`config.mk`:
```
export PLATFORM = sky130hd
export DESIGN_NAME = vectored_interrupt_ctrl
export DESIGN_NICKNAME = d
export VERILOG_FILES = /design/src/rtl/vectored_interrupt_ctrl.sv
export SDC_FILE = /design/constraint.sdc
export NUM_CORES = 1
export LEC_CHECK = 0
export BUFFER_PORTS_ARGS = -buffer_cell sky130_fd_sc_hd__buf_2
export CORE_AREA = 2 2 98 100
export CTS_BUF_LIST = sky130_fd_sc_hd__clkbuf_2 sky130_fd_sc_hd__clkbuf_4 sky130_fd_sc_hd__clkbuf_8
export DETAILED_ROUTE_END_ITERATION = 16
export DIE_AREA = 0 0 100 102
export PLACE_DENSITY = 0.78
export SETUP_SLACK_MARGIN = 0.05
export SYNTH_ARGS = -nofsm -noshare
export SYNTH_HDL_FRONTEND = slang
export SYNTH_SLANG_ARGS = --single-unit
```
`constraint.sdc`:
```
create_clock -name clk -period 4.9 [get_ports clk]
set_input_delay 0.98 -clock clk [delete_from_list [all_inputs] [get_ports clk]]
set_output_delay 0.98 -clock clk [all_outputs]
set_load 0.005 [all_outputs]
```
`src/rtl/vectored_interrupt_ctrl.sv`:
```
// Purpose: priority-based nesting interrupt unit that redirects fetch to per-source vectors and restores PCs from a return stack.
// Latency: a request rising at edge E redirects pc_next_final combinationally in the cycle after E; a return restores the PC in its own cycle.
// Backpressure: none; the PC path is never stalled. A full stack or lower-priority sources leave requests pending until eligible.
// Optional feature: define ICU_TAIL_CHAIN_EN to chain straight into an eligible source on return instead of popping first.
module vectored_interrupt_ctrl #(
  parameter int          NUM_IRQ       = 4,
  parameter int          PC_WIDTH      = 32,
  parameter int          NEST_DEPTH    = 2,
  parameter logic [31:0] VECTOR_BASE   = 32'h0000_0100,
  parameter int          VECTOR_STRIDE = 4
) (
  input  logic                              clk,
  input  logic                              reset,
  input  logic [PC_WIDTH-1:0]               pc_next,
  input  logic [NUM_IRQ-1:0]                irq_req,
  input  logic [NUM_IRQ-1:0]                irq_enable,
  input  logic                              global_ie,
  input  logic                              return_from_isr,
  output logic [PC_WIDTH-1:0]               pc_next_final,
  output logic [PC_WIDTH-1:0]               pc_next_regfile,
  output logic                              en_regfile,
  output logic                              isr_active,
  output logic [$clog2(NEST_DEPTH+1)-1:0]   depth,
  output logic                              stack_full
);

  localparam int DW = $clog2(NEST_DEPTH + 1);
  localparam int IW = (NUM_IRQ > 1) ? $clog2(NUM_IRQ) : 1;

  logic [NUM_IRQ-1:0]  pending;
  logic [NUM_IRQ-1:0]  irq_req_prev;
  logic [PC_WIDTH-1:0] stack_pc [NEST_DEPTH];
  logic [IW-1:0]       stack_id [NEST_DEPTH];

  logic [IW-1:0]       top_id;
  logic [PC_WIDTH-1:0] top_pc;
  logic [NUM_IRQ-1:0]  elig_now;
  logic [IW-1:0]       win_now;
  logic                any_now;
  logic                ret;
  logic                take;
  logic                chain;
  logic [IW-1:0]       chain_id;
  logic [NUM_IRQ-1:0]  clr_mask;
  logic [NUM_IRQ-1:0]  rise;

  function automatic logic [PC_WIDTH-1:0] vector_of(input logic [IW-1:0] id);
    return PC_WIDTH'(VECTOR_BASE) + PC_WIDTH'(id) * PC_WIDTH'(VECTOR_STRIDE);
  endfunction

  assign isr_active = (depth != '0);
  assign stack_full = (int'(depth) == NEST_DEPTH);
  assign rise       = irq_req & ~irq_req_prev;

  // Read the top-of-stack entry (valid only when depth > 0).
  always_comb begin
    top_id = '0;
    top_pc = '0;
    for (int k = 0; k < NEST_DEPTH; k++) begin
      if (int'(depth) == k + 1) begin
        top_id = stack_id[k];
        top_pc = stack_pc[k];
      end
    end
  end

  // Eligibility against the current stack, then pick the lowest index.
  always_comb begin
    elig_now = '0;
    win_now  = '0;
    any_now  = 1'b0;
    for (int i = 0; i < NUM_IRQ; i++) begin
      elig_now[i] = pending[i] && irq_enable[i] && global_ie &&
                    (int'(depth) < NEST_DEPTH) &&
                    ((depth == '0) || (i < int'(top_id)));
    end
    for (int i = NUM_IRQ - 1; i >= 0; i--) begin
      if (elig_now[i]) begin
        win_now = IW'(i);
        any_now = 1'b1;
      end
    end
  end

  // A return at depth 0 is ignored, so it neither pops nor blocks a take.
  assign ret  = return_from_isr && (depth != '0);
  assign take = any_now && !ret;

`ifdef ICU_TAIL_CHAIN_EN
  logic [IW-1:0]      under_id;
  logic [NUM_IRQ-1:0] elig_pop;
  logic               any_pop;

  // Eligibility as it would stand after the pop: one level shallower, new top below.
  always_comb begin
    under_id = '0;
    elig_pop = '0;
    chain_id = '0;
    any_pop  = 1'b0;
    for (int k = 0; k < NEST_DEPTH; k++) begin
      if (int'(depth) == k + 2) under_id = stack_id[k];
    end
    for (int i = 0; i < NUM_IRQ; i++) begin
      elig_pop[i] = pending[i] && irq_enable[i] && global_ie &&
                    ((int'(depth) == 1) || (i < int'(under_id)));
    end
    for (int i = NUM_IRQ - 1; i >= 0; i--) begin
      if (elig_pop[i]) begin
        chain_id = IW'(i);
        any_pop  = 1'b1;
      end
    end
  end

  assign chain = ret && any_pop;
`else
  assign chain    = 1'b0;
  assign chain_id = '0;
`endif

  // Pending bit consumed by a take or a chained return.
  always_comb begin
    clr_mask = '0;
    if (take)       clr_mask[win_now]  = 1'b1;
    else if (chain) clr_mask[chain_id] = 1'b1;
  end

  // PC steering: return beats take; reset forces pass-through.
  always_comb begin
    pc_next_final   = pc_next;
    pc_next_regfile = '0;
    en_regfile      = 1'b0;
    if (!reset) begin
      if (ret) begin
        pc_next_final = chain ? vector_of(chain_id) : top_pc;
      end else if (take) begin
        pc_next_final   = vector_of(win_now);
        pc_next_regfile = pc_next;
        en_regfile      = 1'b1;
      end
    end
  end

  // Edge capture, pending bookkeeping and return-stack push/pop/retag.
  always_ff @(posedge clk) begin
    if (reset) begin
      pending      <= '0;
      irq_req_prev <= '0;
      depth        <= '0;
      for (int k = 0; k < NEST_DEPTH; k++) begin
        stack_pc[k] <= '0;
        stack_id[k] <= '0;
      end
    end else begin
      irq_req_prev <= irq_req;
      // New edges are OR-ed in after the clear so a same-cycle set wins.
      pending      <= (pending & ~clr_mask) | rise;
      if (ret) begin
        if (chain) begin
          // Keep the outer return PC, just retag the level with the chained source.
          for (int k = 0; k < NEST_DEPTH; k++) begin
            if (int'(depth) == k + 1) stack_id[k] <= chain_id;
          end
        end else begin
          depth <= depth - DW'(1);
        end
      end else if (take) begin
        for (int k = 0; k < NEST_DEPTH; k++) begin
          if (int'(depth) == k) begin
            stack_pc[k] <= pc_next;
            stack_id[k] <= win_now;
          end
        end
        depth <= depth + DW'(1);
      end
    end
  end

endmodule
```
* Word level (Yosys, flattened, before mapping)
Memories as Yosys holds them, arrays and structs flattened. Cells that the tools add are included.
Operators by class: add/subtract/negate cells 3, order comparisons 6, equal/unequal tests 2, multiplexer cells 42, bitwise gates (word level) 9, reduce and logical (&&, ||, !) cells 27
Operators with widths (number):
- $mux W32 | 10
- $mux W1 | 20
- $mux W2 | 10
- $logic_and A1 B1 Y1 | 19
- $add A9 B4 Y10 const A | 1
- $and A4 B4 Y4 | 2
- $not A4 Y4 | 2
- $eq A2 B2 Y1 const B | 2
- $logic_not A2 Y1 | 2
- $lt A1 B2 Y1 const A | 2
- $mux W4 | 1
- $or A1 B1 Y1 | 4
- $or A4 B4 Y4 | 1
- $reduce_bool A2 Y1 | 2
- $logic_or A1 B1 Y1 | 3
- $lt A2 B3 Y1 const B | 1
- $add A2 B1 Y2 const B | 1
- $demux W1 S2 | 1
- $ge A2 B1 Y1 const B | 1
- $lt A2 B2 Y1 const A | 1
- $lt A2 B2 Y1 const B | 1
- $sub A2 B1 Y2 const B | 1
- $logic_not A1 Y1 | 1
Storage, ports and cells: flip-flop bits (word level) 10, memory bits (writable) 68, bits of input ports 44, output and inout bits 69, word-level logic and storage cells 94, memories 2
Memories:
- stack_pc | depth 2, bits a word 32, rd ports 2, clocked after Yosys merged registers in 0, write ports 2, RTL line 32 | logic [PC_WIDTH-1:0] stack_pc [NEST_DEPTH];
- stack_id | depth 2, bits a word 2, rd ports 2, clocked after Yosys merged registers in 0, write ports 2, RTL line 33 | logic [IW-1:0] stack_id [NEST_DEPTH];

* Logic depth before layout (Yosys ltp)
Gate-level depths: netlist (run 1).
depth in word-level cells 17, mapped depth 8

* Worst setup path before layout (run 1)
Ideal clock, no wire load.
kind input to register, start point in global_ie, end point mem stack_id[0][0] in the netlist's numbering, enable pin, data arrival time 4.003 ns, data required time 4.428 ns, slack 0.425 ns, stages on the path 4, cells stage by stage nand2b_4 > o32ai_2 > a211oi_4 > o21ai_0
RTL lines:
- start: declaration | RTL line 17 | input logic global_ie,
- end: declaration | RTL line 33

* Worst setup path after layout (run 1)
start point in global_ie, end point out pc_next_final[15]
On the way: cells in the longest elaborated chain, start to end 11, elaborated cells on any way between the ends 20, classes of those cells mux (7); reduce/logical (13)
Ends and longest elaborated chain:
- $logic_and A1 B1 Y1 (2 in a row) | RTL line 73 | elig_now[i] = pending[i] && irq_enable[i] && global_ie &&
- $logic_and A1 B1 Y1 | RTL line 74 | (int'(depth) < NEST_DEPTH) &&
- $mux W1 (3 in a row) | RTL line 78 | if (elig_now[i]) begin
- $mux W1 * | RTL line 78
- $logic_and A1 B1 Y1 * | RTL line 87 | assign take = any_now && !ret;
- $mux W32 * | RTL line 136 | end else if (take) begin
- $mux W32 * | RTL line 134 | if (ret) begin
- $mux W32 * | RTL line 133 | if (!reset) begin
- end: declaration | RTL line 19 | output logic [PC_WIDTH-1:0] pc_next_final,
Mark *: on every way between the ends. The rest lies on a longest branch, timed or not.

==> results of run 1 <==
tightest hold or removal path, cell delays in order (launching register included):
cell and delay (ns):
dfxtp_1 0.30, inv_1 0.04, a32o_1 0.11
kinds of logic after synthesis:
| family | count (synthesis) |
|---|---|
| compound gates | 85 |
| simple gates | 103 |
| buf+inv | 27 |
| flops | 77 |
flip-flops by register name (all words and copies together) (netlist names):
signal / cells
stack_pc: 64
irq_req_prev: 4
pending: 4
stack_id: 3
depth: 2
cells in the mapped netlist, types with 2 or more instances:
library cell	count	area, µm²
a211o_1	2	17.5
a21oi_1	9	45.0
buf_6	7	78.8
a22oi_1	30	225
o31ai_1	2	15.0
dfxtp_1	10	200
o21ai_0	3	15.0
nor2_1	2	7.51
nor3_1	5	25.0
nand2b_1	2	12.5
nor2b_1	8	50.1
and2_1	61	382
buf_4	4	30.0
o2bb2ai_1	29	254
and2_4	3	26.3
clkbuf_1	11	41.3
nand2_1	5	18.8
inv_1	4	15.0
edfxtp_1	67	2010
through the flow:
| step | power, mW | instance area [µm²] | worst slack [ns] | hold WS (ns) | cells |
|---|---|---|---|---|---|
| 2_1_floorplan | 0.996 | 3750 | 0.425 | 0.446 | 292 |
| 3_3_place_gp | 1.08 | 4340 | 1.21 | 0.457 | 495 |
| 3_5_place_dp | 1.09 | 4340 | 1.11 | 0.466 | 495 |
| 4_1_cts | 1.63 | 4560 | 1.11 | 0.487 | 511 |
| 5_1_grt | 1.68 | 4560 | 0.921 | 0.512 | 511 |
| 6_report | 1.61 | 4560 | 1.10 | 0.479 | 511 |
per-layer routing:
| layer | part of all wire, % | up-vias | GRT usage, % | wire length [µm] |
|---|---|---|---|---|
| met1 | 43 | 1258 | 20.3 | 3510 |
| met4 | 2.0 | 0 | 8.32 | 165 |
| met5 | 0 | - | 0 | 0 |
| met2 | 50 | 92 | 27.4 | 4090 |
| li1 | - | 1311 | - | - |
| met3 | 5.2 | 15 | 2.94 | 422 |
power groups by stage:
stage,logic [mW],clock network (mW),registers (mW)
2_1_floorplan,0.183,0,0.814
3_3_place_gp,0.269,0,0.815
3_5_place_dp,0.275,0,0.819
4_1_cts,0.277,0.546,0.805
5_1_grt,0.302,0.570,0.812
6_report,0.273,0.533,0.804
cell usage in the layout (no fill, tap or decap), types with 4 or more instances in the layout:
cell type  instances
o2bb2ai_1         29
a21oi_1            9
buf_2            112
nor3_1             5
dfxtp_1           10
inv_1              4
nor2b_1            7
edfxtp_1          67
nand2_1            5
clkbuf_8          10
a22oi_1           30
and2_1            61
worst max-delay path by stage:
stage	endpoint	start
4_1_cts	pc_next_final[15]	depth[0]
6_report	pc_next_final[15]	global_ie
5_1_grt	pc_next_final[15]	depth[0]
2_1_floorplan	stack_id[0][0]	global_ie
3_5_place_dp	pc_next_final[15]	global_ie
3_3_place_gp	pc_next_final[2]	global_ie
cell type report:
class	instances	area share, %
repair buffers	115	12.8
clock buffers	12	3.35
well taps	111	3.04
inverters	4	0.329
multi-input cells	188	30.4
clock inverters	4	1.56
flip-flops and latches	77	48.5
==> flow_summary.ini, run 1 <==
[setup_path]
slowest_stage = o21ai_2
timing.rr.end = stack_pc[0][17]
ff2ff_path_depth = 4
cp.depth = 8
critPathMostFrequentCell = buf_2
cp_max_fo = 17
critPathKind = in -> out
worst_setup_path_start_kind = input pin
arrival_ns = 2.82
critPathCaptureType = primary output
crit_path_max_incr_delay_ns = 0.58
path_cells = buf_2 -> nand4b_1 -> or2_2 -> nand3_2 -> o21ai_2 -> buf_4 -> o2bb2ai_1 -> buf_2
reg2reg_slack_ns = 2.41
r2r-start = depth[1]
path_delay_family = compound AO/OA/AOI/OAI gates
crit_buf_inv = 3
critPathRequiredTime_ns = 3.92

[worst_hold_path]
hold_path_depth = 2
min_path_type = reg -> reg
hp-start = irq_req_prev[2]
holdPathEnd = pending[2]

[power]
power_density_mw_per_mm2 = 353
net-switching-power_mw = 0.403
internal_power_mw = 1.21
pwr-share-seq_pct = 50.0
pwr-share-comb_pct = 16.9
peakVddDrop_uv = 151
power.leakage_nw = 1.89
clkPwrFrac_pct = 33.1
p_sw_share_pct = 25.0

[layout]
n_fill_cell = 834
drive_above_1_share_pct = 37.3
area_delta_synth_final_pct = 21.8
fin_util_pct = 50.1
fin_nets = 439
multi_input_area_mm2 = 0.00139
antenna_cells = 0
register_area_mm2 = 0.00221

[drt]
routed_wl_mm = 8.18
wire_per_inst_um = 16.0
num_vias = 2676
dr.pass1.iters = 4
postRouteAntennaNets = 0
via_per_inst = 5.24
drc_errors = 0
drtIter0Drc = 140

[synthesis]
synth-async-reset-ratio_pct = 0
seq_area_frac_synth_pct = 59.1
synth_cell_types = 47
synth-simple-area-share_pct = 18.4
ys.flop_type = edfxtp_1
syn_inst = 292
yosys.area_share.adder_pct = 0
ys_ff_latch = 77
yosysWarningCount = 0
synth_top_family_by_area = simple AND/OR/NAND/NOR gates
synth_compound_area_share_pct = 18.0
synth-edff-count = 67
yosys.area_share.xor_xnor_pct = 0
syn_avg_cell_area_um2 = 12.8
synth_fp_nets = 336
muxShareOfSynthArea_pct = 0
syn-cell-area_mm2 = 0.00375

[clock_network]
ctsHtreeMaxLevel = 3
clk_path_buf_depth = 2
cts_root_buf = clkbuf_8
cts_tree = built
cts_buffers = 9
post_cts_resized = 0
clk_pin_slew_worst_paths_ns = 0.08
cts_setup_buffers = 0
cts_hold_buf = 0
clk-insertion-delay-late_ns = 0.34
cts.sinks = 77

[grt]
gr-total-overflow = 0
grt_pass1_vias = 2690
grt_pass1_wl_mm = 12.8
antenna_found_initial = 0
grt_max_degree = 64
grt_usage_pct = 16.3

[die]
ios = 113
core_region_area_mm2 = 0.00911
start_util_pct = 41.1
die_w_um = 100
die_h_um = 102
num_rows = 35
die-area_mm2 = 0.0102

[sta]
maxSlewHeadroom_pct = 19.3
period_share_pct = 77.5
setup_viol = 0
tightest_slew_ns = 1.21
fin_setup_tns_ns = 0
hold_viol_final = 0
drv_slew = 0
fmax_mhz = 263
worst_clock_skew_ns = 0.0125
fin_crit_ns = 3.80
rsz0062_at_grt = false

[place]
dp_hpwl_mm = 5.37
port_buffers = 112
globalplace.congestion = 0.846

[status]
status = completed

[flow_run]
drv_cap = 0
(Power assumes the default switching activity.)
==> inputs of run 2 (changes only) <==
--- a/config.mk
+++ b/config.mk
@@ -5,11 +5,12 @@
 export SDC_FILE = /design/constraint.sdc
 export NUM_CORES = 1
 export LEC_CHECK = 0
+export ABC_AREA = 1
 export BUFFER_PORTS_ARGS = -buffer_cell sky130_fd_sc_hd__buf_2
-export CORE_AREA = 2 2 98 100
+export CORE_AREA = 2 2 99 101
 export CTS_BUF_LIST = sky130_fd_sc_hd__clkbuf_2 sky130_fd_sc_hd__clkbuf_4 sky130_fd_sc_hd__clkbuf_8
 export DETAILED_ROUTE_END_ITERATION = 16
-export DIE_AREA = 0 0 100 102
+export DIE_AREA = 0 0 101 103
 export PLACE_DENSITY = 0.78
 export SETUP_SLACK_MARGIN = 0.05
 export SYNTH_ARGS = -nofsm -noshare
==> constraint.sdc (replaced) <==
create_clock -name clk -period 3.77 [get_ports clk]
set_input_delay 0.754 -clock clk [delete_from_list [all_inputs] [get_ports clk]]
set_output_delay 0.754 -clock clk [all_outputs]
set_load 0.005 [all_outputs]
==> flow_summary.ini, run 2 <==
[clock_network]
clk-insertion-delay-late_ns = 0.34
clk_path_buf_depth = 2
clk_pin_slew_worst_paths_ns = 0.08
post_cts_resized = 0
cts_buffers = 9
cts_hold_buf = 0
cts_tree = built
cts_root_buf = clkbuf_8
cts.sinks = 78
ctsHtreeMaxLevel = 3
cts_setup_buffers = 0

[setup_path]
crit_buf_inv = 4
path_cells = inv_2 -> nand2_1 -> nand2_2 -> nand2_1 -> inv_1 -> nor2_2 -> nand2_2 -> nand2_2 -> nor2_4 -> inv_4 -> nor2_1 -> buf_2
slowest_stage = dfxtp_1
critPathRequiredTime_ns = 3.02
cp_max_fo = 57
critPathCaptureType = primary output
path_delay_family = simple AND/OR/NAND/NOR gates
ff2ff_path_depth = 12
reg2reg_slack_ns = 1.31
critPathMostFrequentCell = nand2_2
critPathKind = reg -> out
crit_path_max_incr_delay_ns = 0.49
arrival_ns = 2.49
worst_setup_path_start_kind = flip-flop
timing.rr.end = stack_pc[0][13]
r2r-start = depth[1]

[die]
die_h_um = 103
die_w_um = 101
die-area_mm2 = 0.0104
num_rows = 36
core_region_area_mm2 = 0.00946
ios = 113
start_util_pct = 40.6

[power]
power.leakage_nw = 2.39
peakVddDrop_uv = 245
clkPwrFrac_pct = 22.4
power_density_mw_per_mm2 = 570
internal_power_mw = 1.75
finalPower_mw = 2.66
net-switching-power_mw = 0.911
p_sw_share_pct = 34.2
pwr-share-comb_pct = 32.0
pwr-share-seq_pct = 45.7

[grt]
grt_pass1_wl_mm = 13.7
grt_max_degree = 58
antenna_found_initial = 0
gr-total-overflow = 0
grt_pass1_vias = 3047
grt_usage_pct = 17.1

[synthesis]
synth-async-reset-ratio_pct = 0
synth_cell_types = 24
syn-cell-area_mm2 = 0.00384
synthTopCellsByCount = 115 x nand2_1, 78 x nor2_1, 68 x edfxtp_1
yosysTopAreaCellShare_pct = 53.1
ys.flop_type = edfxtp_1
synthTopCellsByArea = edfxtp_1 53%, nand2_1 11%, nor2_1 7.6%, a22o_1 7.1%, dfxtp_1 5.2%
synth_fp_nets = 462
yosys.area.top_type = edfxtp_1
syn_avg_cell_area_um2 = 9.19
yosysWarningCount = 0
seq_area_frac_synth_pct = 58.4
synth_most_common_cell = nand2_1
syn_inst = 418
ys_ff_latch = 78
synth-edff-count = 68

[layout]
area_delta_synth_final_pct = 21.7
fin_util_pct = 49.4
regMostFlops = stack_pc
largest_register_ff_count = 64
final_common_cell = nand2_1
drive_above_1_share_pct = 29.3
stdcell_count = 647
register_area_mm2 = 0.00224
n_fill_cell = 896
antenna_cells = 0
final_area_mm2 = 0.00468
final_cell_mix = 115 x nand2_1, 112 x buf_2, 75 x nor2_1, 68 x edfxtp_1, 49 x inv_1
multi_input_area_mm2 = 0.00129
fin_nets = 572

[sta]
fin_crit_ns = 3.24
period_share_pct = 86.0
setup_viol = 0
hold_viol_final = 0
maxSlewHeadroom_pct = 48.0
fin_setup_tns_ns = 0
worst_clock_skew_ns = 0.00688
fmax_mhz = 308
drv_slew = 0
rsz0062_at_grt = false
setup_ws_ns = 0.527
whs_ns = 0.429
tightest_slew_ns = 0.779

[place]
pre_cts_ws_ns = 0.639
dpl.cell_count = 631
globalplace.congestion = 0.958
port_buffers = 112
dp_hpwl_mm = 6.02
placed_cell_area_mm2 = 0.00449

[drt]
num_vias = 3116
wire_per_inst_um = 13.6
via_per_inst = 4.82
drtIter0Drc = 148
dr.pass1.iters = 4
drc_errors = 0
postRouteAntennaNets = 0
routed_wl_mm = 8.79

[worst_hold_path]
min_path_type = reg -> reg
hold_path_depth = 1
holdPathEnd = pending[2]
hp-start = irq_req_prev[2]

[status]
status = completed

[flow_run]
drv_cap = 0
==> run 2: logic make-up (layout without fill, tap and decap cells) <==
group	Yosys count	in the layout	synth area share, %
AO/OA/AOI/OAI	45	45	9.09
XOR/XNOR	2	2	0.456
buffers and inverters	72	187	8.82
flip-flops	78	78	58.4
AND/OR/NAND/NOR	221	221	23.3
==> run 2: area by class of cell <==
class | instances | area share, %
Tap cell | 114 | 3.05
Sequential cell | 78 | 48.0
Multi-Input combinational cell | 268 | 27.6
Clock inverter | 7 | 1.39
Clock buffer | 9 | 2.65
Inverter | 52 | 4.23
Timing Repair Buffer | 119 | 13.1
==> run 2: worst max path at each step <==
stage / from / endpoint / slack (ns) / cells past startpoint
after floorplan: irq_enable[2] / stack_id[0][2] / 0.50 / 8
after global placement: global_ie / pc_next_regfile[1] / 0.70 / 12
after detailed placement: global_ie / pc_next_regfile[1] / 0.64 / 12
after CTS: depth[1] / pc_next_regfile[1] / 0.50 / 12
after global routing: depth[1] / pc_next_regfile[1] / 0.23 / 12
final: depth[1] / pc_next_regfile[1] / 0.53 / 12
==> run 2: power groups by stage <==
stage | clock (mW) | combinational (mW) | sequential [mW]
floorplan | 0 | 0.585 | 1.22
global placement | 0 | 0.835 | 1.22
detailed placement | 0 | 0.857 | 1.24
CTS | 0.611 | 0.863 | 1.22
global route | 0.651 | 0.957 | 1.23
finish | 0.596 | 0.852 | 1.22
==> run 2: per-layer routing <==
layer	routed length [µm]	GRT usage (%)
met5	0	0
met4	231	8.32
met3	394	2.98
met2	4280	30.0
met1	3880	20.4
